### config.mk
export PLATFORM = sky130hd
export DESIGN_NAME = apu_frame_sequencer
export DESIGN_NICKNAME = d
export VERILOG_FILES = /design/src/rtl/apu_frame_sequencer.sv
export SDC_FILE = /design/constraint.sdc
export NUM_CORES = 1
export LEC_CHECK = 0
export BUFFER_PORTS_ARGS = -buffer_cell sky130_fd_sc_hd__buf_2
export CAP_MARGIN = 10
export CORE_MARGIN = 2
export CORE_UTILIZATION = 46
export DETAILED_ROUTE_END_ITERATION = 12
export GPL_TIMING_DRIVEN = 1
export PLACE_DENSITY_LB_ADDON = 0.25
export REMOVE_ABC_BUFFERS = 1
export SETUP_SLACK_MARGIN = 0.05
export SYNTH_ARGS = -nofsm -noshare
export SYNTH_HDL_FRONTEND = slang
export SYNTH_SLANG_ARGS = --single-unit
### constraint.sdc
create_clock -name ac97_bitclk -period 4.45 [get_ports ac97_bitclk]
set_clock_uncertainty 0.2 [all_clocks]
set_input_delay 0.89 -clock ac97_bitclk [delete_from_list [all_inputs] [get_ports ac97_bitclk]]
set_output_delay 0.89 -clock ac97_bitclk [all_outputs]
set_load 0.02 [all_outputs]
### src/rtl/apu_frame_sequencer.sv
// APU timing controller: 512 Hz frame sequencer plus fractional-N frequency-timer tick enables.
// Optional single-step debug ports (dbg_hold, dbg_step_req) when APU_FRAME_SINGLE_STEP_EN is defined.
module apu_frame_sequencer #(
    parameter int unsigned FRAME_DIV  = 24000,
    parameter int unsigned ACC_MOD    = 375,
    parameter int unsigned FREQ12_INC = 4,
    parameter int unsigned FREQ3_INC  = 2,
    parameter int unsigned ACC_W      = 9
) (
    input  logic       ac97_bitclk,
    input  logic       reset_b,
    input  logic       master_sound_enable,
`ifdef APU_FRAME_SINGLE_STEP_EN
    input  logic       dbg_hold,
    input  logic       dbg_step_req,
`endif
    output logic       length_tick,
    output logic       sweep_tick,
    output logic       env_tick,
    output logic       freq12_tick,
    output logic       freq3_tick,
    output logic [2:0] frame_step
);

    localparam int unsigned CNT_W = (FRAME_DIV > 1) ? $clog2(FRAME_DIV) : 1;
    localparam logic [CNT_W-1:0] CNT_LAST = CNT_W'(FRAME_DIV - 1);
    localparam logic [ACC_W-1:0] MOD_V    = ACC_W'(ACC_MOD);
    localparam logic [ACC_W-1:0] INC12_V  = ACC_W'(FREQ12_INC);
    localparam logic [ACC_W-1:0] INC3_V   = ACC_W'(FREQ3_INC);

    logic [CNT_W-1:0] frame_cnt;
    logic [CNT_W-1:0] frame_cnt_nxt_c;
    logic [ACC_W-1:0] acc12;
    logic [ACC_W-1:0] acc3;
    logic [ACC_W-1:0] sum12_c;
    logic [ACC_W-1:0] sum3_c;
    logic [ACC_W-1:0] acc12_nxt_c;
    logic [ACC_W-1:0] acc3_nxt_c;
    logic             hit12_c;
    logic             hit3_c;
    logic             hold_c;
    logic             step_req_c;
    logic             step_go_c;
    logic             len_c;
    logic             sweep_c;
    logic             env_c;

`ifdef APU_FRAME_SINGLE_STEP_EN
    logic dbg_req_q;

    // Rising-edge detect on the debug step request
    always_ff @(posedge ac97_bitclk or negedge reset_b) begin
        if (!reset_b) begin
            dbg_req_q <= 1'b0;
        end else begin
            dbg_req_q <= dbg_step_req;
        end
    end

    assign hold_c     = dbg_hold;
    assign step_req_c = dbg_step_req & ~dbg_req_q;
`else
    assign hold_c     = 1'b0;
    assign step_req_c = 1'b0;
`endif

    // Frame prescaler: a step fires on the terminal count, or on a debug request while held
    always_comb begin
        frame_cnt_nxt_c = frame_cnt;
        step_go_c       = 1'b0;
        if (hold_c) begin
            step_go_c = step_req_c;
        end else if (frame_cnt == CNT_LAST) begin
            frame_cnt_nxt_c = '0;
            step_go_c       = 1'b1;
        end else begin
            frame_cnt_nxt_c = frame_cnt + CNT_W'(1);
        end
    end

    // Step schedule, decoded from the step about to execute
    always_comb begin
        len_c   = 1'b0;
        sweep_c = 1'b0;
        env_c   = 1'b0;
        case (frame_step)
            3'd0, 3'd4: len_c = 1'b1;
            3'd2, 3'd6: begin
                len_c   = 1'b1;
                sweep_c = 1'b1;
            end
            3'd7:       env_c = 1'b1;
            default:    ;
        endcase
    end

    // Fractional-N accumulators; ACC_MOD + INC fits in ACC_W so the sum never overflows
    always_comb begin
        sum12_c     = acc12 + INC12_V;
        hit12_c     = (sum12_c >= MOD_V);
        acc12_nxt_c = hit12_c ? (sum12_c - MOD_V) : sum12_c;
        sum3_c      = acc3 + INC3_V;
        hit3_c      = (sum3_c >= MOD_V);
        acc3_nxt_c  = hit3_c ? (sum3_c - MOD_V) : sum3_c;
    end

    // Disable behaves as a synchronous reset so re-enable timing is deterministic
    always_ff @(posedge ac97_bitclk or negedge reset_b) begin
        if (!reset_b) begin
            frame_cnt   <= '0;
            frame_step  <= 3'd0;
            acc12       <= '0;
            acc3        <= '0;
            length_tick <= 1'b0;
            sweep_tick  <= 1'b0;
            env_tick    <= 1'b0;
            freq12_tick <= 1'b0;
            freq3_tick  <= 1'b0;
        end else if (!master_sound_enable) begin
            frame_cnt   <= '0;
            frame_step  <= 3'd0;
            acc12       <= '0;
            acc3        <= '0;
            length_tick <= 1'b0;
            sweep_tick  <= 1'b0;
            env_tick    <= 1'b0;
            freq12_tick <= 1'b0;
            freq3_tick  <= 1'b0;
        end else begin
            frame_cnt   <= frame_cnt_nxt_c;
            length_tick <= step_go_c & len_c;
            sweep_tick  <= step_go_c & sweep_c;
            env_tick    <= step_go_c & env_c;
            if (step_go_c) begin
                frame_step <= frame_step + 3'd1;
            end
            acc12       <= acc12_nxt_c;
            acc3        <= acc3_nxt_c;
            freq12_tick <= hit12_c;
            freq3_tick  <= hit3_c;
        end
    end

endmodule

* After elaboration in Yosys (flattened, before gate mapping) *
Index checks and enable logic that the tools add are counted.

word-level totals
  memory bits (writable) = 0
  memory bits (read-only) = 0
  output and inout port bits = 8
  memories = 0
  word-level logic and storage cells = 46
  bits in latches = 0
  flip-flop bits (word level) = 41
  input bits = 3

operators by class
  muxes and demuxes = 17
  divide/modulo/power cells = 0
  add/sub/neg operators = 6
  equal/unequal tests = 6
  multiply operators = 0
  order comparisons = 2
  reduce and logical (&&, ||, !) cells = 3
  shifts and indexed selects = 0
  bitwise logic cells = 3

operator list
  kind                     number
  $mux W9                  4
  $mux W15                 2
  $ge A9 B9 Y1 const B     2
  $sub A9 B9 Y9 const B    2
  $add A15 B1 Y15 const B  1
  $eq A15 B15 Y1 const B   1
  $add A9 B2 Y9 const B    1
  $add A9 B3 Y9 const B    1
  $eq A3 B3 Y1 const B     3
  $mux W1                  9
  $mux W3                  2
  $reduce_or A4 Y1         1
  $add A3 B1 Y3 const B    1
  $and A1 B1 Y1            3
  $eq A3 B2 Y1 const B     1
  $logic_not A3 Y1         1
  $ne A2 B1 Y1 const B     1
  $reduce_or A2 Y1         1

* Longest topological paths before layout *
Gate-level depths: netlist of the first run.

  depth after elaboration = 5
  mapped depth = 7
  mapped depth without buffers = 7

* Worst setup path after synthesis of the first run *
Ideal clock, no wire load.

  path type = register to register
  start point = reg acc12[2]
  end point = reg acc12[6]
  cell stages (with the launch flop) = 7
  library setup time = 0.125 ns
  setup slack = 2.248 ns
  data arrival time = 1.877 ns
  required time = 4.125 ns
  path through = dfrtp_1 -> ha_1 -> and3b_1 -> a32o_1 -> o2bb2ai_2 -> a211o_1 -> mux2_4

on the way
  cells in the longest elaborated chain, start to end = 4
  elaborated cells on any way between the ends = 5
  those cells by class = add/sub: 2; order compare: 1; mux: 2

RTL lines
  what                                                  RTL line  RTL
  start: declaration                                    33        logic [ACC_W-1:0] acc12;
  start signal: assignment                              137       acc12 <= acc12_nxt_c;
  $add A9 B3 Y9 (*)                                     99        sum12_c = acc12 + INC12_V;
  $sub A9 B9 Y9 / $ge A9 B9 Y1 (equally long branches)  101, 100
  $mux W9 (*)                                           101       acc12_nxt_c = hit12_c ? (sum12_c - MOD_V) : sum12_c;
  $mux W9 (*)                                           119       end else if (!master_sound_enable) begin

Every way passes the cells marked *; elsewhere a longest branch is shown, timed or not.
A chain may end at the register's enable or synchronous reset.

* Worst setup path after layout of the first run *
Same ends and word-level chain as after synthesis.

==> results.toml, run 1 <==
[route]
drt_wl_total_um = 4950
drc = 0
vias = 1947
dr.first_iter.drc_count = 79
ant_nets = 0
drt_pass1_iterations = 4
wire_per_inst_um = 13.9
vias_per_cell = 5.47

[sta]
fin_tns_setup_ps = 0
min_period_ps = 2510
worst_slew_pin_slew_ps = 930
relSlewSlack_pct = 38.0
setup_viol = 0
clock.fmax_mhz = 399
finalHoldViolCount = 0
min_period_over_period_pct = 56.4
finalMaxSlewViolations = 0
rsz0062_at_grt = "no"

[clock_tree]
cts_hold_buffers = 0
cts_sinks = 41
root_buffer = "clkbuf_8"
numCtsBuffers = 5
cts-resized-gates = 0
cts_buffer_depth = 2
cts_max_level = 2
cts_tree = "done"
post_cts_buffers = 0
path_clk_slew_ps = 90
clock_latency_ps = 300

[hold_path]
hold_path_class = "flop to flop"
min_to = "frame_cnt[0]$_DFF_PN0_"
hold_start = "frame_cnt[0]$_DFF_PN0_"
whs_path_depth = 1

[place]
numPortBuffers = 10
gp_congestion = 0.779
placed_cells = 348
dp_hpwl_um = 3330

[finish]
fin_nets = 297
fin_cells = 356
layout-drive-gt1-share_pct = 10.2
flow.area_growth_from_synthesis_pct = 8.73
num_antenna_cells = 0

[synth]
syn-cell-area_sq_um = 2580
synth_top_cell_by_area = "dfrtp_1"
syn_avg_cell_area_sq_um = 9.28
synthArstFlopShare_pct = 100
ys_types = 52
synthMostInstantiatedCell = "dfrtp_1"
yosys.area_share.simple_pct = 25.0
yosys_most_used_dff = "dfrtp_1"
yosys-top-cells-count = "dfrtp_1 (41), nand2_1 (34), nor2_1 (24), nand3_1 (18)"
synth_edf_count = 0
yosys_register_bits = 41
synthMuxAreaShare_pct = 4.07
yosys.area.top_type_share_pct = 39.8
yosys_warnings = 0
synth_xor_area_share_pct = 8.78
syn_inst = 278
synthTopCellsByArea = "dfrtp_1 (40%), ha_1 (5.3%), nand2_1 (4.9%)"
ys_seq_area_share_pct = 39.8
synth_top_family_by_area = "simple AND/OR/NAND/NOR gates"
synth_compound_area_share_pct = 13.5
synth_fa_ha_area_share_pct = 5.33

[floorplan]
die_y_um = 78.9
die_w_um = 78.9
start_util_pct = 47.1
ios = 11
rows = 27
dieArea_sq_um = 6220
coreArea_sq_um = 5470

[global_route]
grt_pass1_vias = 1853
grt_usage_pct = 16.9
grt_overflow = 0
antenna_found_initial = 0
grt_max_degree = 42
grt_pass1_wl_um = 8460

[setup_path]
r2r_start = "acc12[2]$_DFF_PN0_"
cp.arrival_ps = 2500
r2r-end = "acc12[6]$_DFF_PN0_"
worst_setup_path_start_kind = "flop"
cp_max_fo = 12
ff2ff_setup_slack_ps = 1940
critPathKind = "flop to flop"
critPathCaptureType = "flop"
worst-r2r-cell-count = 6
cp.required_ps = 4440

[power_and_ir_drop]
p_per_area_nw_per_um2 = 351
leakagePower_nw = 1.31
vdd_drop_max_v = 0.000224

[run_status]
status = "finished, final reports clean"

[job]
cap_viol_max_count = 0
registers in the layout, summed over array words and instances (netlist names):
register / count
acc12: 9
acc3: 9
env_tick: 1
frame_cnt: 15
frame_step: 3
freq12_tick: 1
freq3_tick: 1
length_tick: 1
sweep_tick: 1
how the worst max path moves through the flow:
stage / start / end / slack [ps] / cells past startpoint
2_1_floorplan: acc12[2]$_DFF_PN0_ / acc12[6]$_DFF_PN0_ / 2250 / 6
3_3_place_gp: master_sound_enable / acc12[4]$_DFF_PN0_ / 1700 / 5
3_5_place_dp: master_sound_enable / acc12[4]$_DFF_PN0_ / 1610 / 5
4_1_cts: acc12[2]$_DFF_PN0_ / acc12[6]$_DFF_PN0_ / 1940 / 6
5_1_grt: acc12[2]$_DFF_PN0_ / freq12_tick$_DFF_PN0_ / 1780 / 6
6_report: acc12[2]$_DFF_PN0_ / acc12[6]$_DFF_PN0_ / 1940 / 6
layout make-up:
| class | instances | area [sq um] |
|---|---|---|
| fillers | 527 | 2670 |
| clock inverters | 3 | 68.8 |
| clock buffers | 5 | 68.8 |
| repair buffers | 10 | 50.0 |
| inverters | 10 | 37.5 |
| flip-flops and latches | 41 | 1030 |
| well taps | 72 | 90.1 |
| multi-input cells | 215 | 1460 |
critical path: stages, from the launching register on:
cell	delay (ps)
dfrtp_1	480
ha_1	350
nand2_1	100
nor2_1	50
xnor2_1	720
a211o_1	210
mux2_4	300
cell families after synthesis:
kind of cell             Yosys count
AO/OA/AOI/OAI                     44
flip-flops                        41
multiplexers                      10
XOR/XNOR                          25
AND/OR/NAND/NOR                  125
buffers and inverters             22
adder cells (fa/ha/maj)           11
stage by stage:
| stage | area (sq um) | power [W] | hold WS [ps] | setup slack [ps] | utilization [%] |
|---|---|---|---|---|---|
| floorplan | 2530 | 0.000572 | 248 | 2250 | - |
| global placement | 2670 | 0.000616 | 274 | 1700 | 48.7 |
| detailed placement | 2670 | 0.000621 | 284 | 1610 | 48.7 |
| CTS | 2810 | 0.000991 | 294 | 1940 | 51.3 |
| global route | 2810 | 0.00104 | 317 | 1780 | 51.3 |
| finish | 2810 | 0.000984 | 285 | 1940 | 51.3 |
cells in the final DEF, fill, tap and decap left out, types with 4 or more instances in the layout:
cell type,Yosys,final
dfrtp_1,41,41
nand2_1,34,34
nor2_1,24,24
nand3_1,18,18
xor2_1,12,12
xnor2_1,12,12
ha_1,11,11
inv_1,10,10
buf_2,3,10
a21oi_1,9,9
mux2i_1,9,9
and3_1,8,8
nand2b_1,6,6
and2_1,5,5
o21ai_0,5,5
clkbuf_8,0,5
nand4_1,4,4
a211o_1,4,4
or3_1,4,4
o211ai_1,4,4
routing by layer:
layer | wire length, um | track usage (%) | up-vias
li1 | - | - | 986
met1 | 2470 | 21.8 | 934
met2 | 2310 | 28.7 | 21
met3 | 114 | 3.75 | 6
met4 | 48 | 5.00 | 0
met5 | 0 | 0 | -
power breakdown:
group          internal [W]  switching (W)  leakage [nW]
combinational     0.0000733       0.000104         0.679
clock              0.000226       0.000143        0.0687
sequential         0.000393      0.0000451         0.560
(Power assumes the default switching activity.)
==> inputs of run 2 (changes only) <==
- clock period: 4.45 -> 2.4 ns (I/O delays scaled with it)
==> run 2 against run 1 <==
Effect of this change:
- cell area is 1.4% higher
- register-to-register slack worse by 1800 ps
- critical path depth stayed put
- clock power is 27% higher
- worst hold slack worse by 250 ps
- sequential power is 84% higher
- global-route usage is 0.30 points lower
- combinational power is 99% higher
- sequential share of layout area is 0.50 points lower
- highest routed layer unchanged
- sequential cell count stayed put
==> results.toml, run 2 (synthesis gave the netlist of run 1 again) <==
[run_status]
status = "finished, final reports clean"

[finish]
layout_common_cells = "dfrtp_1 (41), nand2_1 (34), nor2_1 (24)"
regMostFlops = "frame_cnt"
final_common_cell = "dfrtp_1"
largest_reg_flops = 15
fin_util_pct = 52.0
num_antenna_cells = 0
fin_nets = 306
fillers = 525
largestRegisters = "frame_cnt: 15 flops, acc12: 9 flops, acc3: 9 flops"
layout-drive-gt1-share_pct = 14.0
flow.area_growth_from_synthesis_pct = 10.2

[floorplan]
ios = 11
die_w_um = 78.9
rows = 27
coreArea_sq_um = 5470
dieArea_sq_um = 6220
start_util_pct = 47.1
die_y_um = 78.9

[clock_tree]
cts_max_level = 2
numCtsBuffers = 5
path_clk_slew_ps = 80
clock_latency_ps = 290
cts_sinks = 41
cts_hold_buffers = 0
root_buffer = "clkbuf_8"
cts_tree = "done"
cts_buffer_depth = 2

[sta]
min_period_ps = 2280
setup_ws_ps = 122
rsz0062_at_grt = "yes"
setup_viol = 0
clock.fmax_mhz = 439
min_period_over_period_pct = 94.9
relSlewSlack_pct = 51.8
worst_slew_pin_slew_ps = 718
finalMaxSlewViolations = 0
fin_tns_setup_ps = 0
finalHoldViolCount = 0

[power_and_ir_drop]
vdd_drop_max_v = 0.000494
p_total_w = 0.00163
p_per_area_nw_per_um2 = 571
leakagePower_nw = 1.33

[setup_path]
worst_setup_path_start_kind = "flop"
critPathKind = "flop to flop"
critPathCaptureType = "flop"
cp_max_fo = 7
cp.required_ps = 2370
cp.arrival_ps = 2250

[place]
dp_slack_ps = 81.6
dp_hpwl_um = 3420
numPortBuffers = 10
gp_congestion = 0.815

[route]
vias_per_cell = 5.57
drt_pass1_iterations = 4
ant_nets = 0
drc = 0
dr.first_iter.drc_count = 84
drt_wl_total_um = 4870
vias = 2032
wire_per_inst_um = 13.3

[global_route]
antenna_found_initial = 0
grt_usage_pct = 16.6
grt_pass1_vias = 1887
grt_max_degree = 42
grt_pass1_wl_um = 8530
grt_overflow = 0

[job]
cap_viol_max_count = 0

[hold_path]
hold_path_class = "primary input to asynchronous set/reset pin"
[run 2: changes by cell type in the layout (fill, tap and decap cells not counted), sizes merged]
cell    previous run  this run
bufinv             2         0
buf               10        19
inv               11        10
clkbuf             5         6
clkinv             0         2
[run 2: final timing paths]
check	start	to	slack [ps]	cells after the start
max	acc12[3]$_DFF_PN0_	acc12[6]$_DFF_PN0_	120	6
min	reset_b	acc3[6]$_DFF_PN0_	40	2
max reg2reg	acc12[3]$_DFF_PN0_	acc12[6]$_DFF_PN0_	120	6
min reg2reg	frame_cnt[0]$_DFF_PN0_	frame_cnt[0]$_DFF_PN0_	290	1
max in group asynchronous	reset_b	acc12[5]$_DFF_PN0_	1610	2
min in group ac97_bitclk	frame_cnt[0]$_DFF_PN0_	frame_cnt[0]$_DFF_PN0_	290	1
[run 2: where the power goes]
| part | internal [W] | switching (W) | leakage [nW] |
|---|---|---|---|
| Combinational | 0.000145 | 0.000208 | 0.719 |
| Sequential | 0.000728 | 0.0000765 | 0.560 |
| Clock | 0.000233 | 0.000234 | 0.0512 |
[run 2: stage by stage]
stage | hold slack (ps) | instance area [sq um] | std cells
after floorplan | -15.6 | 2530 | 266
after detailed placement | 276 | 2730 | 356
after global routing | 81.5 | 2840 | 365
final | 37.7 | 2840 | 365
after CTS | 63.7 | 2820 | 364
after global placement | 272 | 2730 | 356
[run 2: critical path: stages, from the launching register on]
cell and delay [ps]:
dfrtp_1 430, ha_2 300, xor2_2 260, nand3_1 150, o2bb2ai_2 200, a211o_1 330, mux2_4 300
[run 2: repair_timing]
action                                  in CTS  in global routing
gates resized for setup                      0                  4
endpoints found under the setup margin       0                 15
setup buffers                                0                  1
[run 2: metal layers]
| metal | part of all wire [%] | up-vias | GRT usage [%] |
|---|---|---|---|
| met5 | 0 | - | 0 |
| met4 | 0.62 | 0 | 3.79 |
| met3 | 2.8 | 4 | 3.52 |
| met2 | 48 | 30 | 28.1 |
| met1 | 48 | 991 | 22.0 |
| li1 | - | 1007 | - |
[run 2: layout make-up]
cell class	count	area, sq um	share of cell area [%]
Multi-Input combinational cell	215	1480	51.9
Sequential cell	41	1030	36.1
Timing Repair Buffer	19	118	4.14
Tap cell	72	90.1	3.17
Clock buffer	6	82.6	2.90
Inverter	10	37.5	1.32
Clock inverter	2	13.8	0.484
